$ cat src/rtl/lsu_pkg.sv
// Shared types for the load/store unit: funct3 codes, FSM states and access-size decode.
package lsu_pkg;

  localparam logic [2:0] F3_B  = 3'b000;
  localparam logic [2:0] F3_H  = 3'b001;
  localparam logic [2:0] F3_W  = 3'b010;
  localparam logic [2:0] F3_BU = 3'b100;
  localparam logic [2:0] F3_HU = 3'b101;

  typedef enum logic [1:0] {IDLE, RD, WR, DONE} lsu_state_t;

  typedef enum logic [1:0] {SZ_B, SZ_H, SZ_W} lsu_size_t;

  // funct3[1:0] alone selects the width; the unused codes 011/110/111 fall into word.
  function automatic lsu_size_t f3_size(input logic [2:0] f3);
    case (f3[1:0])
      2'b00:   return SZ_B;
      2'b01:   return SZ_H;
      default: return SZ_W;
    endcase
  endfunction

endpackage

$ cat src/rtl/lsu_if.sv
// Request/response and word-memory signals of the load/store unit.
interface lsu_if #(parameter int ADDR_W = 32);
  logic              start;
  logic              is_store;
  logic [2:0]        funct3;
  logic [ADDR_W-1:0] addr;
  logic [31:0]       store_data;
  logic              busy;
  logic              done;
  logic [31:0]       load_data;
  logic              misaligned;
  logic [ADDR_W-1:0] mem_address;
  logic [31:0]       mem_wdata;
  logic              mem_rw;
  logic [31:0]       mem_rdata;

  modport master (
    output start, is_store, funct3, addr, store_data, mem_rdata,
    input  busy, done, load_data, misaligned, mem_address, mem_wdata, mem_rw
  );

  modport slave (
    input  start, is_store, funct3, addr, store_data, mem_rdata,
    output busy, done, load_data, misaligned, mem_address, mem_wdata, mem_rw
  );
endinterface

$ cat src/rtl/lsu_byte_lane.sv
// Combinational lane logic: extracts/extends a load value and merges a sub-word store
// into the word read from memory.
module lsu_byte_lane
  import lsu_pkg::*;
(
  input  logic [31:0] word_i,
  input  logic [2:0]  funct3_i,
  input  logic [1:0]  off_i,
  input  logic [31:0] sdata_i,
  output logic [31:0] load_o,
  output logic [31:0] merge_o
);

  logic [7:0]  byte_v;
  logic [15:0] half_v;

  always_comb begin
    byte_v  = word_i[{off_i, 3'b000} +: 8];
    half_v  = word_i[{off_i[1], 4'b0000} +: 16];
    load_o  = word_i;
    merge_o = sdata_i;
    case (f3_size(funct3_i))
      SZ_B: begin
        load_o  = funct3_i[2] ? {24'h0, byte_v} : {{24{byte_v[7]}}, byte_v};
        merge_o = word_i;
        merge_o[{off_i, 3'b000} +: 8] = sdata_i[7:0];
      end
      SZ_H: begin
        load_o  = funct3_i[2] ? {16'h0, half_v} : {{16{half_v[15]}}, half_v};
        merge_o = word_i;
        merge_o[{off_i[1], 4'b0000} +: 16] = sdata_i[15:0];
      end
      default: ;
    endcase
  end

endmodule

$ cat src/rtl/load_store_unit.sv
// Sequential RV32I load/store unit over a word-wide memory (read-modify-write for SB/SH).
// Build option: LSU_MISALIGN_TRAP_EN makes misaligned half/word accesses trap instead of aligning.
module load_store_unit
  import lsu_pkg::*;
#(
  parameter int ADDR_W = 32
) (
  input  logic clock,
  input  logic reset,
  lsu_if.slave bus
);

  lsu_state_t        state_q;
  logic [1:0]        off_q, off_d;
  logic [2:0]        f3_q;
  logic              st_q;
  logic [31:0]       sdata_q;
  logic              busy_q, done_q, mis_q, mem_rw_q;
  logic [ADDR_W-1:0] mem_address_q;
  logic [31:0]       mem_wdata_q, load_data_q;
  logic [31:0]       load_w, merge_w;
  lsu_size_t         req_sz;
  logic              trap_hit;

  assign req_sz = f3_size(bus.funct3);

`ifdef LSU_MISALIGN_TRAP_EN
  assign trap_hit = ((req_sz == SZ_H) && bus.addr[0]) ||
                    ((req_sz == SZ_W) && (bus.addr[1:0] != 2'b00));
`else
  assign trap_hit = 1'b0;
`endif

  // Without the trap, offending low address bits are simply dropped.
  always_comb begin
    case (req_sz)
      SZ_B:    off_d = bus.addr[1:0];
      SZ_H:    off_d = {bus.addr[1], 1'b0};
      default: off_d = 2'b00;
    endcase
  end

  lsu_byte_lane u_lane (
    .word_i   (bus.mem_rdata),
    .funct3_i (f3_q),
    .off_i    (off_q),
    .sdata_i  (sdata_q),
    .load_o   (load_w),
    .merge_o  (merge_w)
  );

  always_ff @(posedge clock or posedge reset) begin
    if (reset) begin
      state_q       <= IDLE;
      off_q         <= 2'b00;
      f3_q          <= 3'b000;
      st_q          <= 1'b0;
      sdata_q       <= 32'h0;
      busy_q        <= 1'b0;
      done_q        <= 1'b0;
      mis_q         <= 1'b0;
      mem_rw_q      <= 1'b0;
      mem_address_q <= '0;
      mem_wdata_q   <= 32'h0;
      load_data_q   <= 32'h0;
    end else begin
      case (state_q)
        IDLE: begin
          if (bus.start) begin
            off_q         <= off_d;
            f3_q          <= bus.funct3;
            st_q          <= bus.is_store;
            sdata_q       <= bus.store_data;
            mem_address_q <= {bus.addr[ADDR_W-1:2], 2'b00};
            busy_q        <= 1'b1;
            if (trap_hit) begin
              state_q <= DONE;
              done_q  <= 1'b1;
              mis_q   <= 1'b1;
            end else if (bus.is_store && (req_sz == SZ_W)) begin
              state_q     <= WR;
              mem_wdata_q <= bus.store_data;
              mem_rw_q    <= 1'b1;
            end else begin
              state_q <= RD;
            end
          end
        end
        RD: begin
          if (st_q) begin
            state_q     <= WR;
            mem_wdata_q <= merge_w;
            mem_rw_q    <= 1'b1;
          end else begin
            state_q     <= DONE;
            load_data_q <= load_w;
            done_q      <= 1'b1;
          end
        end
        WR: begin
          state_q  <= DONE;
          mem_rw_q <= 1'b0;
          done_q   <= 1'b1;
        end
        DONE: begin
          state_q <= IDLE;
          done_q  <= 1'b0;
          busy_q  <= 1'b0;
          mis_q   <= 1'b0;
        end
        default: state_q <= IDLE;
      endcase
    end
  end

  assign bus.busy        = busy_q;
  assign bus.done        = done_q;
  assign bus.misaligned  = mis_q;
  assign bus.mem_rw      = mem_rw_q;
  assign bus.mem_address = mem_address_q;
  assign bus.mem_wdata   = mem_wdata_q;
  assign bus.load_data   = load_data_q;

endmodule

$ cat src/flat_wrapper.sv
// flat-port wrapper written by rule: the top's interface ports become plain ports
module load_store_unit_flat import lsu_pkg::*;
#(
  parameter int ADDR_W = 32
)
  (clock, reset, bus_start, bus_is_store, bus_funct3, bus_addr, bus_store_data, bus_mem_rdata, bus_busy, bus_done, bus_load_data, bus_misaligned, bus_mem_address, bus_mem_wdata, bus_mem_rw);
  lsu_if #(.ADDR_W(ADDR_W)) bus_i ();
  input  logic clock;
  input  logic reset;
  input wire logic [$bits(bus_i.start)-1:0] bus_start;
  input wire logic [$bits(bus_i.is_store)-1:0] bus_is_store;
  input wire logic [$bits(bus_i.funct3)-1:0] bus_funct3;
  input wire logic [$bits(bus_i.addr)-1:0] bus_addr;
  input wire logic [$bits(bus_i.store_data)-1:0] bus_store_data;
  input wire logic [$bits(bus_i.mem_rdata)-1:0] bus_mem_rdata;
  output wire logic [$bits(bus_i.busy)-1:0] bus_busy;
  output wire logic [$bits(bus_i.done)-1:0] bus_done;
  output wire logic [$bits(bus_i.load_data)-1:0] bus_load_data;
  output wire logic [$bits(bus_i.misaligned)-1:0] bus_misaligned;
  output wire logic [$bits(bus_i.mem_address)-1:0] bus_mem_address;
  output wire logic [$bits(bus_i.mem_wdata)-1:0] bus_mem_wdata;
  output wire logic [$bits(bus_i.mem_rw)-1:0] bus_mem_rw;
  assign bus_i.start = bus_start;
  assign bus_i.is_store = bus_is_store;
  assign bus_i.funct3 = bus_funct3;
  assign bus_i.addr = bus_addr;
  assign bus_i.store_data = bus_store_data;
  assign bus_i.mem_rdata = bus_mem_rdata;
  assign bus_busy = bus_i.busy;
  assign bus_done = bus_i.done;
  assign bus_load_data = bus_i.load_data;
  assign bus_misaligned = bus_i.misaligned;
  assign bus_mem_address = bus_i.mem_address;
  assign bus_mem_wdata = bus_i.mem_wdata;
  assign bus_mem_rw = bus_i.mem_rw;
  load_store_unit #(.ADDR_W(ADDR_W)) u_core (.clock(clock), .reset(reset), .bus(bus_i));
endmodule
$ cat config.mk
export PLATFORM = sky130hd
export DESIGN_NAME = load_store_unit_flat
export DESIGN_NICKNAME = d
export VERILOG_FILES = /design/src/rtl/lsu_pkg.sv /design/src/rtl/lsu_if.sv /design/src/rtl/lsu_byte_lane.sv /design/src/rtl/load_store_unit.sv /design/src/flat_wrapper.sv
export SDC_FILE = /design/constraint.sdc
export NUM_CORES = 1
export LEC_CHECK = 0
export ABC_AREA = 1
export BUFFER_PORTS_ARGS = -buffer_cell sky130_fd_sc_hd__buf_2
export CORE_ASPECT_RATIO = 1.2
export CORE_MARGIN = 3
export CORE_UTILIZATION = 48
export CTS_CLUSTER_DIAMETER = 30
export DETAILED_ROUTE_END_ITERATION = 8
export PLACE_DENSITY = 0.77
export SLEW_MARGIN = 10
export SYNTH_ARGS = -nofsm -noshare
export SYNTH_HDL_FRONTEND = slang
export SYNTH_SLANG_ARGS = --single-unit
export TNS_END_PERCENT = 5
$ cat constraint.sdc
create_clock -name clock -period 3.9 [get_ports clock]
set_input_delay 0 -clock clock [delete_from_list [all_inputs] [get_ports clock]]
set_output_delay 0 -clock clock [all_outputs]
set_load 0.02 [all_outputs]
== Yosys cells after proc, flatten, opt, wreduce, memory -nomap -nowiden ==
Index checks and enable logic that the tools add are counted.

* Bits in registers: 137
* Input bits: 103
* Output and inout bits: 100

* $add $sub $neg: 2
* Equal/unequal tests: 12
* Shift operators: 6
* Muxes and demuxes: 25
* Bitwise operators: 2
* Reduce and logical (&&, ||, !) cells: 15

{| class="wikitable"
|+ Operators with widths
! operator !! number
|-
| $pmux W32 S2 || 3
|-
| $mux W32 || 5
|-
| $bwmux W32 || 2
|-
| $shift A16 B7 Y32 const A || 1
|-
| $shift A8 B7 Y32 const A || 1
|-
| $shiftx A16 B7 Y32 || 1
|-
| $shiftx A32 B6 Y16 || 1
|-
| $shiftx A32 B6 Y8 || 1
|-
| $shiftx A8 B7 Y32 || 1
|-
| $neg A5 Y7 || 2
|-
| $pmux W2 S2 || 3
|-
| $eq A2 B1 Y1 const B || 5
|-
| $logic_not A2 Y1 || 5
|-
| $pmux W2 S4 || 1
|-
| $reduce_and A2 Y1 || 4
|-
| $reduce_and A4 Y1 || 2
|-
| $eq A2 B2 Y1 const B || 3
|-
| $mux W1 || 6
|-
| $pmux W1 S3 || 2
|-
| $mux W2 || 2
|-
| $ne A2 B1 Y1 const B || 2
|-
| $ne A2 B2 Y1 const B || 2
|-
| $reduce_bool A2 Y1 || 2
|-
| $reduce_bool A3 Y1 || 1
|-
| 3 further kinds || 4
|}

== Longest topological paths before layout ==
Gate-level depths: netlist of run 1.

* Depth in word-level cells: 7
* Depth in mapped cells: 14
* Depth with buffers taken out: 10

== Hierarchy ==
From an unflattened synthesis of run 1, not the netlist that was laid out.

* Cells, all modules: 1,130
* Area total of the unflattened synthesis: 7,967.6 µm²

{| class="wikitable"
|+ By module, submodules not included
! module !! times used !! cells an instance !! area an instance (µm²)
|-
| load_store_unit || 1 || 714 || 6,028.3
|-
| lsu_byte_lane || 1 || 416 || 1,939.4
|}

== Worst setup path after synthesis of run 1 ==
Ideal clock, no wire load.

* Path type: register -> register
* Start point: register u_core.off_q[1]
* End point: register u_core.mem_wdata_q[16], in the netlist u_core.bus.mem_wdata[16]
* Arrival: 1.865 ns
* Data required time: 3.784 ns
* Setup slack: 1.918 ns
* Stages on the path, launching flop included: 15
* Period minus slack after synthesis: 1.982 ns
* Cells stage by stage: dfrtp_1 -> buf_4 -> inv_2 -> buf_4 -> buf_2 -> ha_1 -> clkbuf_1 -> buf_2 -> nor2_1 -> nand3_1 -> o21ai_0 -> nand2_1 -> nand2_1 -> nand2_1 -> nand2_1

* Word-level cells in the longest chain between the ends: 6
* Elaborated cells on any way between the ends: 11
* Classes of those cells: add/sub (2); shift (4); mux (5)

{| class="wikitable"
|+ Ends and longest elaborated chain
! item !! line !! source
|-
| start, declared || load_store_unit.sv:14 || <nowiki>logic [1:0] off_q, off_d;</nowiki>
|-
| start signal, assigned || load_store_unit.sv:55 || <nowiki>off_q <= 2'b00;</nowiki>
|-
| start signal, assigned || load_store_unit.sv:70 || <nowiki>off_q <= off_d;</nowiki>
|-
| $neg A5 Y7 (on tied branches) || lsu_byte_lane.sv:31, lsu_byte_lane.sv:26 ||
|-
| $shiftx A16 B7 Y32 (tied with other cells) || lsu_byte_lane.sv:31 || <nowiki>merge_o[{off_i[1], 4'b0000} +: 16] = sdata_i[15:0];</nowiki>
|-
| $bwmux W32 (on tied branches) || lsu_byte_lane.sv:31, lsu_byte_lane.sv:26 ||
|-
| $pmux W32 S2 (*) || lsu_byte_lane.sv:22 || <nowiki>case (f3_size(funct3_i))</nowiki>
|-
| $mux W32 (*) || load_store_unit.sv:90 || <nowiki>if (st_q) begin</nowiki>
|-
| $pmux W32 S2 (*) || load_store_unit.sv:67 || <nowiki>case (state_q)</nowiki>
|-
| end signal, assigned || load_store_unit.sv:82 || <nowiki>mem_wdata_q <= bus.store_data;</nowiki>
|-
| end signal, assigned || load_store_unit.sv:92 || <nowiki>mem_wdata_q <= merge_w;</nowiki>
|-
| end, declared || load_store_unit.sv:20 || <nowiki>logic [31:0] mem_wdata_q, load_data_q;</nowiki>
|}

Mark *: on every way between the ends. The rest lies on a longest branch, timed or not. The select of a mux whose other input is x is not followed.
A chain may end at the register's enable or synchronous reset.

== Worst setup path after layout of run 1 ==
* Start point: register u_core.off_q[1]
* End point: register u_core.mem_wdata_q[12], in the netlist u_core.bus.mem_wdata[12]

The elaborated chain is that of the path after synthesis.

==> impl_metrics.csv, run 1 <==
group,metric,value,unit
synth,synth_xor_area_share,0,%
min_path,min_from,"bus_mem_rdata[9]",
critical_path,regToRegEndpoint,"u_core.bus.mem_wdata[12]",
global_routing,grt_overflow,0,
detailed_routing,wl_per_cell,16.4,um
timing,post-route-period-util,70.0,%
min_path,hold_depth,5,
detailed_routing,drtAntennaViolNets,0,
synth,synth_top_area_cell,"dfrtp_1",
detailed_routing,routed_wl,26.3,mm
clock_network,cts_tree,"built",
detailed_routing,drt-met1-wl,10.7,mm
synth,synth_most_common_cell,"nand2_1",
synth,syn_inst,1130,
synth,synthAdderAreaFrac,1.65,%
timing,period_minus_slack,2730,ps
clock_network,htree_levels,4,
detailed_routing,via_per_inst,5.21,
critical_path,path_class,"reg2reg",
detailed_routing,drc,0,
critical_path,startpoint_type,"flop",
critical_path,critPathMaxFanout,23,
detailed_routing,highest_layer,"met4",
synth,synth_top_family_by_area,"simple AND/OR/NAND/NOR gates",
clock_network,clkTransAtPathRegs,70,ps
timing,maxSlewViolCount,0,
die,die_h,144,um
placement,io_buffer_count,199,
status,outcome,"finished clean",
timing,rsz0062_at_grt,"false",
critical_path,crit_required,4220,ps
global_routing,grt_pass1_vias,8143,
critical_path,r2r-start,"u_core.off_q[1]",
final_layout,nNetsFinal,1503,
clock_network,clk_latency,430,ps
detailed_routing,vias,8371,
die,coreArea,0.0153,mm2
synth,async_flop_share,100,%
final_layout,fill_cells,1290,
synth,ys_seq_area_share,45.1,%
synth,yosysUniqueCellTypes,27,
power_and_ir_drop,leakagePower,5.35,nW
detailed_routing,wl_met3,2.45,mm
synth,synth_mux_area_share,0,%
die,dieArea,0.0174,mm2
timing,setup_violations,0,
synth,ys_warn_count,0,
timing,tns,0,ps
clock_network,numCtsBuffers,17,
timing,skew,8.74,ps
final_layout,layout-area-overhead-vs-synth,33.7,%
clock_network,clkSinkCount,137,
timing,slew_headroom,30.4,%
final_layout,layout-drive-gt1-share,18.4,%
synth,synth_top_cells_by_count,"nand2_1, nor2_1, dfrtp_1",
synth,synth-edff-count,0,
critical_path,r2r_cells,9,
placement,gp_congestion,0.993,
critical_path,cp_data_arrival_time,3050,ps
synth,synth_compound_area_share,10.6,%
critical_path,r2r_slack,1170,ps
timing,final_hold_viol_count,0,
synth,synth_ff_type,"dfrtp_1",
min_path,hold_path_class,"in2reg",
clock_network,cts_buffer_depth,2,
min_path,worstHoldEndpoint,"u_core.bus.load_data[9]",
synth,yosys.area_share.simple,35.8,%
clock_network,root_buffer,"clkbuf_16",
synth,synth_area_per_cell,6.72,um2
global_routing,grt_max_degree,111,
flow_run,max_cap_violations,0,
final_layout,diodes,0,
detailed_routing,dr.pass1.iters,7,
placement,post-place-ws,1290,ps
detailed_routing,drtIter0Drc,745,
global_routing,grt_first_pass_wirelength,42.0,mm
die,io_pins,203,
power_and_ir_drop,ir_drop,0.517,mV
synth,synth_area,0.00760,mm2
die,die_w,121,um
timing,worst_pin_slew,1040,ps
die,rows,49,
global_routing,track_usage,30.7,%
die,initial_core_util,49.8,%
global_routing,antenna_found_initial,0,
power_and_ir_drop,p_per_area,848,mW/mm2
detailed_routing,wl_met2,12.0,mm
synth,yosysTopAreaCellShare,45.1,%
timing,max_freq,0.366,GHz
synth,synth_seq_cells,137,
critical_path,end_kind,"flop",
placement,hpwl,17.6,mm
synth,synth.area.top_cells,"dfrtp_1, nand2_1, nor2_1",
timing,setup_ws,1170,ps
[critical path, cell delays in order (launching register included)]
cell and delay (ps):
dfrtp_1 610, inv_2 400, ha_1 480, clkinv_1 360
nand3_1 330, o21ai_0 130, nand2_1 90, nand2_1 90
nand2_1 70, nand2_1 50
[registers in the layout, indices dropped and copies added, names as in the netlist]
name and cells:
u_core.bus.busy 1, u_core.bus.mem_wdata 32, u_core.bus.done 1, u_core.off_q 2, u_core.f3_q 3, u_core.st_q 1, u_core.bus.mem_address 30, u_core.bus.load_data 32
u_core.bus.mem_rw 1, u_core.state_q 2, u_core.sdata_q 32
[cell usage in the layout (no fill, tap or decap), drive strengths merged, types with 4 or more instances in the layout]
master	netlist	final
a21oi	77	77
buf	31	207
clkbuf	28	18
clkinv	1	6
clkinvlp	0	4
dfrtp	137	137
dlygate4sd3	0	91
ha	10	10
inv	62	64
nand2	504	504
nand3	27	27
nand4	8	8
nor2	162	162
o21ai	79	79
[timing repair]
action | CTS | global route
hold endpoints to repair | 232 | 0
buffers inserted | 0 | 0
resized for setup | 0 | 0
hold buffers | 91 | 0
[where the power goes]
| part | internal (mW) | switching (mW) | total (mW) |
|---|---|---|---|
| Sequential | 2.13 | 0.519 | 2.65 |
| Combinational | 1.33 | 2.97 | 4.30 |
| Clock | 1.01 | 0.655 | 1.66 |
[cell families after synthesis]
logic type / count (synthesis)
AND/OR/NAND/NOR: 702
other: 1
buffers and inverters: 122
flip-flops: 137
AO/OA/AOI/OAI: 158
adder cells (fa/ha/maj): 10
[routing by layer]
metal  global-route usage (%)  vias to the layer above
met5                        0                        -
met4                     15.5                        0
met3                     7.76                       96
met2                     48.1                      462
met1                     39.5                     3792
li1                         -                     4021
[area by class of cell]
type	instances	area, um2	area share, %
clock inverter	14	174	1.71
multi-input combinational	873	3660	36.1
inverter	63	241	2.38
sequential	137	3430	33.8
tap	204	255	2.51
timing repair buffer	298	1970	19.4
clock buffer	18	429	4.22
[stage by stage]
step / hold slack, ps / cells / utilization (%) / power (mW) / instance area (um2)
floorplan: 110 / 1132 / - / 5.50 / 7610
global placement: 193 / 1484 / 56.6 / 6.73 / 8640
detailed placement: 199 / 1484 / 56.6 / 6.79 / 8640
CTS: 4.54 / 1607 / 66.5 / 8.56 / 10200
global route: 50.7 / 1607 / 66.5 / 9.25 / 10200
finish: 31.3 / 1607 / 66.5 / 8.62 / 10200
[worst max path at each step]
stage,start,endpoint,slack [ps]
3_5_place_dp,u_core.off_q[1],u_core.bus.mem_wdata[12],1290
4_1_cts,u_core.off_q[1],u_core.bus.mem_wdata[12],1270
6_report,u_core.off_q[1],u_core.bus.mem_wdata[12],1170
5_1_grt,u_core.off_q[1],u_core.bus.mem_wdata[9],980
3_3_place_gp,u_core.off_q[1],u_core.bus.mem_wdata[12],1350
2_1_floorplan,reset,u_core.bus.busy,230
Note: power is estimated with default switching activity, not from simulation.
==> run 2: changes to the inputs <==
Settings changed: CORE_UTILIZATION 48 to 53, PLACE_DENSITY 0.77 to 0.8.
Clock period 3.9 ns to 2.8 ns, I/O delays scaled along.
==> impl_metrics.csv, run 2 (synthesis gave the netlist of run 1 again) <==
group,metric,value,unit
global_routing,use_met1,43.7,%
global_routing,grtUsageMet2,56.0,%
timing,max_freq,0.390,GHz
placement,post-place-ws,582,ps
clock_network,clkSinkCount,137,
global_routing,use_met3,7.87,%
die,dieArea,0.0158,mm2
die,coreArea,0.0139,mm2
placement,gp_congestion,0.990,
critical_path,critPathMaxFanout,41,
die,rows,47,
die,initial_core_util,54.5,%
final_layout,final_cell_mix,"nand2_1, buf_2, nor2_1",
global_routing,antenna_found_initial,0,
final_layout,layout-area-overhead-vs-synth,34.4,%
timing,setup_violations,0,
global_routing,grt_overflow,0,
power_and_ir_drop,ir_drop,0.814,mV
detailed_routing,vias,8512,
critical_path,cp_data_arrival_time,2870,ps
die,die_h,137,um
timing,worst_pin_slew,845,ps
detailed_routing,via_per_inst,5.40,
critical_path,end_kind,"flop",
power_and_ir_drop,p_per_area,1200,mW/mm2
detailed_routing,drtAntennaViolNets,0,
critical_path,r2r-start,"u_core.state_q[1]",
timing,rsz0062_at_grt,"false",
critical_path,setup.worst_path.start,"u_core.state_q[1]",
timing,holdWs,15.7,ps
critical_path,startpoint_type,"flop",
global_routing,grt_first_pass_wirelength,42.2,mm
final_layout,nNetsFinal,1505,
timing,skew,10.6,ps
min_path,min_from,"bus_mem_rdata[6]",
final_layout,layout-drive-gt1-share,18.7,%
final_layout,fill_cells,1070,
timing,post-route-period-util,91.5,%
clock_network,root_buffer,"clkbuf_16",
global_routing,grt_max_degree,72,
clock_network,numCtsBuffers,17,
clock_network,cts_buffer_depth,2,
power_and_ir_drop,leakagePower,5.41,nW
status,outcome,"finished clean",
detailed_routing,dr.pass1.iters,5,
flow_run,max_cap_violations,0,
power_and_ir_drop,total_power,12.3,mW
detailed_routing,drc,0,
critical_path,crit_required,3110,ps
timing,maxSlewViolCount,0,
timing,setup_ws,238,ps
timing,slew_headroom,43.5,%
critical_path,path_class,"reg2reg",
final_layout,diodes,0,
timing,tns,0,ps
global_routing,grt_pass1_vias,8246,
placement,hpwl,18.1,mm
detailed_routing,wl_per_cell,17.1,um
detailed_routing,drtIter0Drc,784,
detailed_routing,routed_wl,26.9,mm
clock_network,cts_tree,"built",
global_routing,busiest_layer,"met2",
final_layout,layout.cells.most_common,"nand2_1",
global_routing,track_usage,34.5,%
die,die_w,115,um
timing,period_minus_slack,2560,ps
die,io_pins,203,
clock_network,clk_latency,430,ps
placement,io_buffer_count,199,
timing,final_hold_viol_count,0,
clock_network,htree_levels,4,
min_path,hold_path_class,"in2reg",
clock_network,clkTransAtPathRegs,60,ps
==> run 2: cell count changes in the layout (fill, tap and decap cells not counted) <==
cell | previous run | this run
clkinv_4 | 3 | 4
buf_6 | 0 | 1
bufinv_16 | 3 | 5
buf_4 | 8 | 9
dlygate4sd3_1 | 91 | 88
clkbuf_8 | 0 | 2
inv_6 | 3 | 0
clkinvlp_4 | 4 | 1
buf_12 | 0 | 3
==> run 2: critical path: stages, from the launching register on <==
cell           delay [ps]
dfrtp_1               400
inv_1                  90
ha_1                  220
nand2_1               140
buf_6                 320
inv_2                 300
o21ai_0               260
o211ai_1              120
dlygate4sd3_1         580
==> run 2: what timing repair did <==
action                                 4_1_cts  5_1_grt
setup buffers                                0        0
setup endpoints to repair                    0        1
gates resized for setup                      0        1
endpoints found under the hold margin      150        0
hold buffers                                88        0
==> run 2: final timing paths <==
kind                       slack, ps  cells past startpoint                          to
min                               20                      5     u_core.bus.load_data[6]
min in group asynchronous        290                      3  u_core.bus.mem_address[29]
min reg2reg                      470                      2     u_core.bus.mem_wdata[6]
max in group asynchronous       1710                      4     u_core.bus.mem_wdata[7]
max reg2reg                      240                      8           u_core.state_q[0]
max                              240                      8           u_core.state_q[0]
==> run 2: layer usage <==
layer  vias up  part of all wire (%)  wire [um]
met5         -                     0          0
met4         0                   4.3       1160
met3        82                   8.7       2330
met2       493                    47      12800
met1      3915                    40      10600
li1       4022                     -          -
==> run 2: layout make-up <==
| cell class | instances | area (um2) | area share, % |
|---|---|---|---|
| clock buffers | 20 | 457 | 4.47 |
| multi-input cells | 873 | 3660 | 35.9 |
| repair buffers | 300 | 2020 | 19.7 |
| inverters | 63 | 240 | 2.35 |
| well taps | 171 | 214 | 2.09 |
| clock inverters | 11 | 195 | 1.91 |
| flip-flops and latches | 137 | 3430 | 33.6 |
==> run 2: per-stage QoR <==
step	area [um2]	utilization, %	cells
finish	10200	73.3	1575
global route	10200	73.3	1575
floorplan	7610	-	1132
detailed placement	8680	62.3	1456
CTS	10200	73.3	1575
global placement	8680	62.3	1456
==> run 2: report_power, final <==
part	switching [mW]	total [mW]	leakage (nW)	internal (mW)
registers	0.669	3.64	1.67	2.97
logic	4.22	6.13	3.43	1.91
clock network	0.878	2.50	0.320	1.62
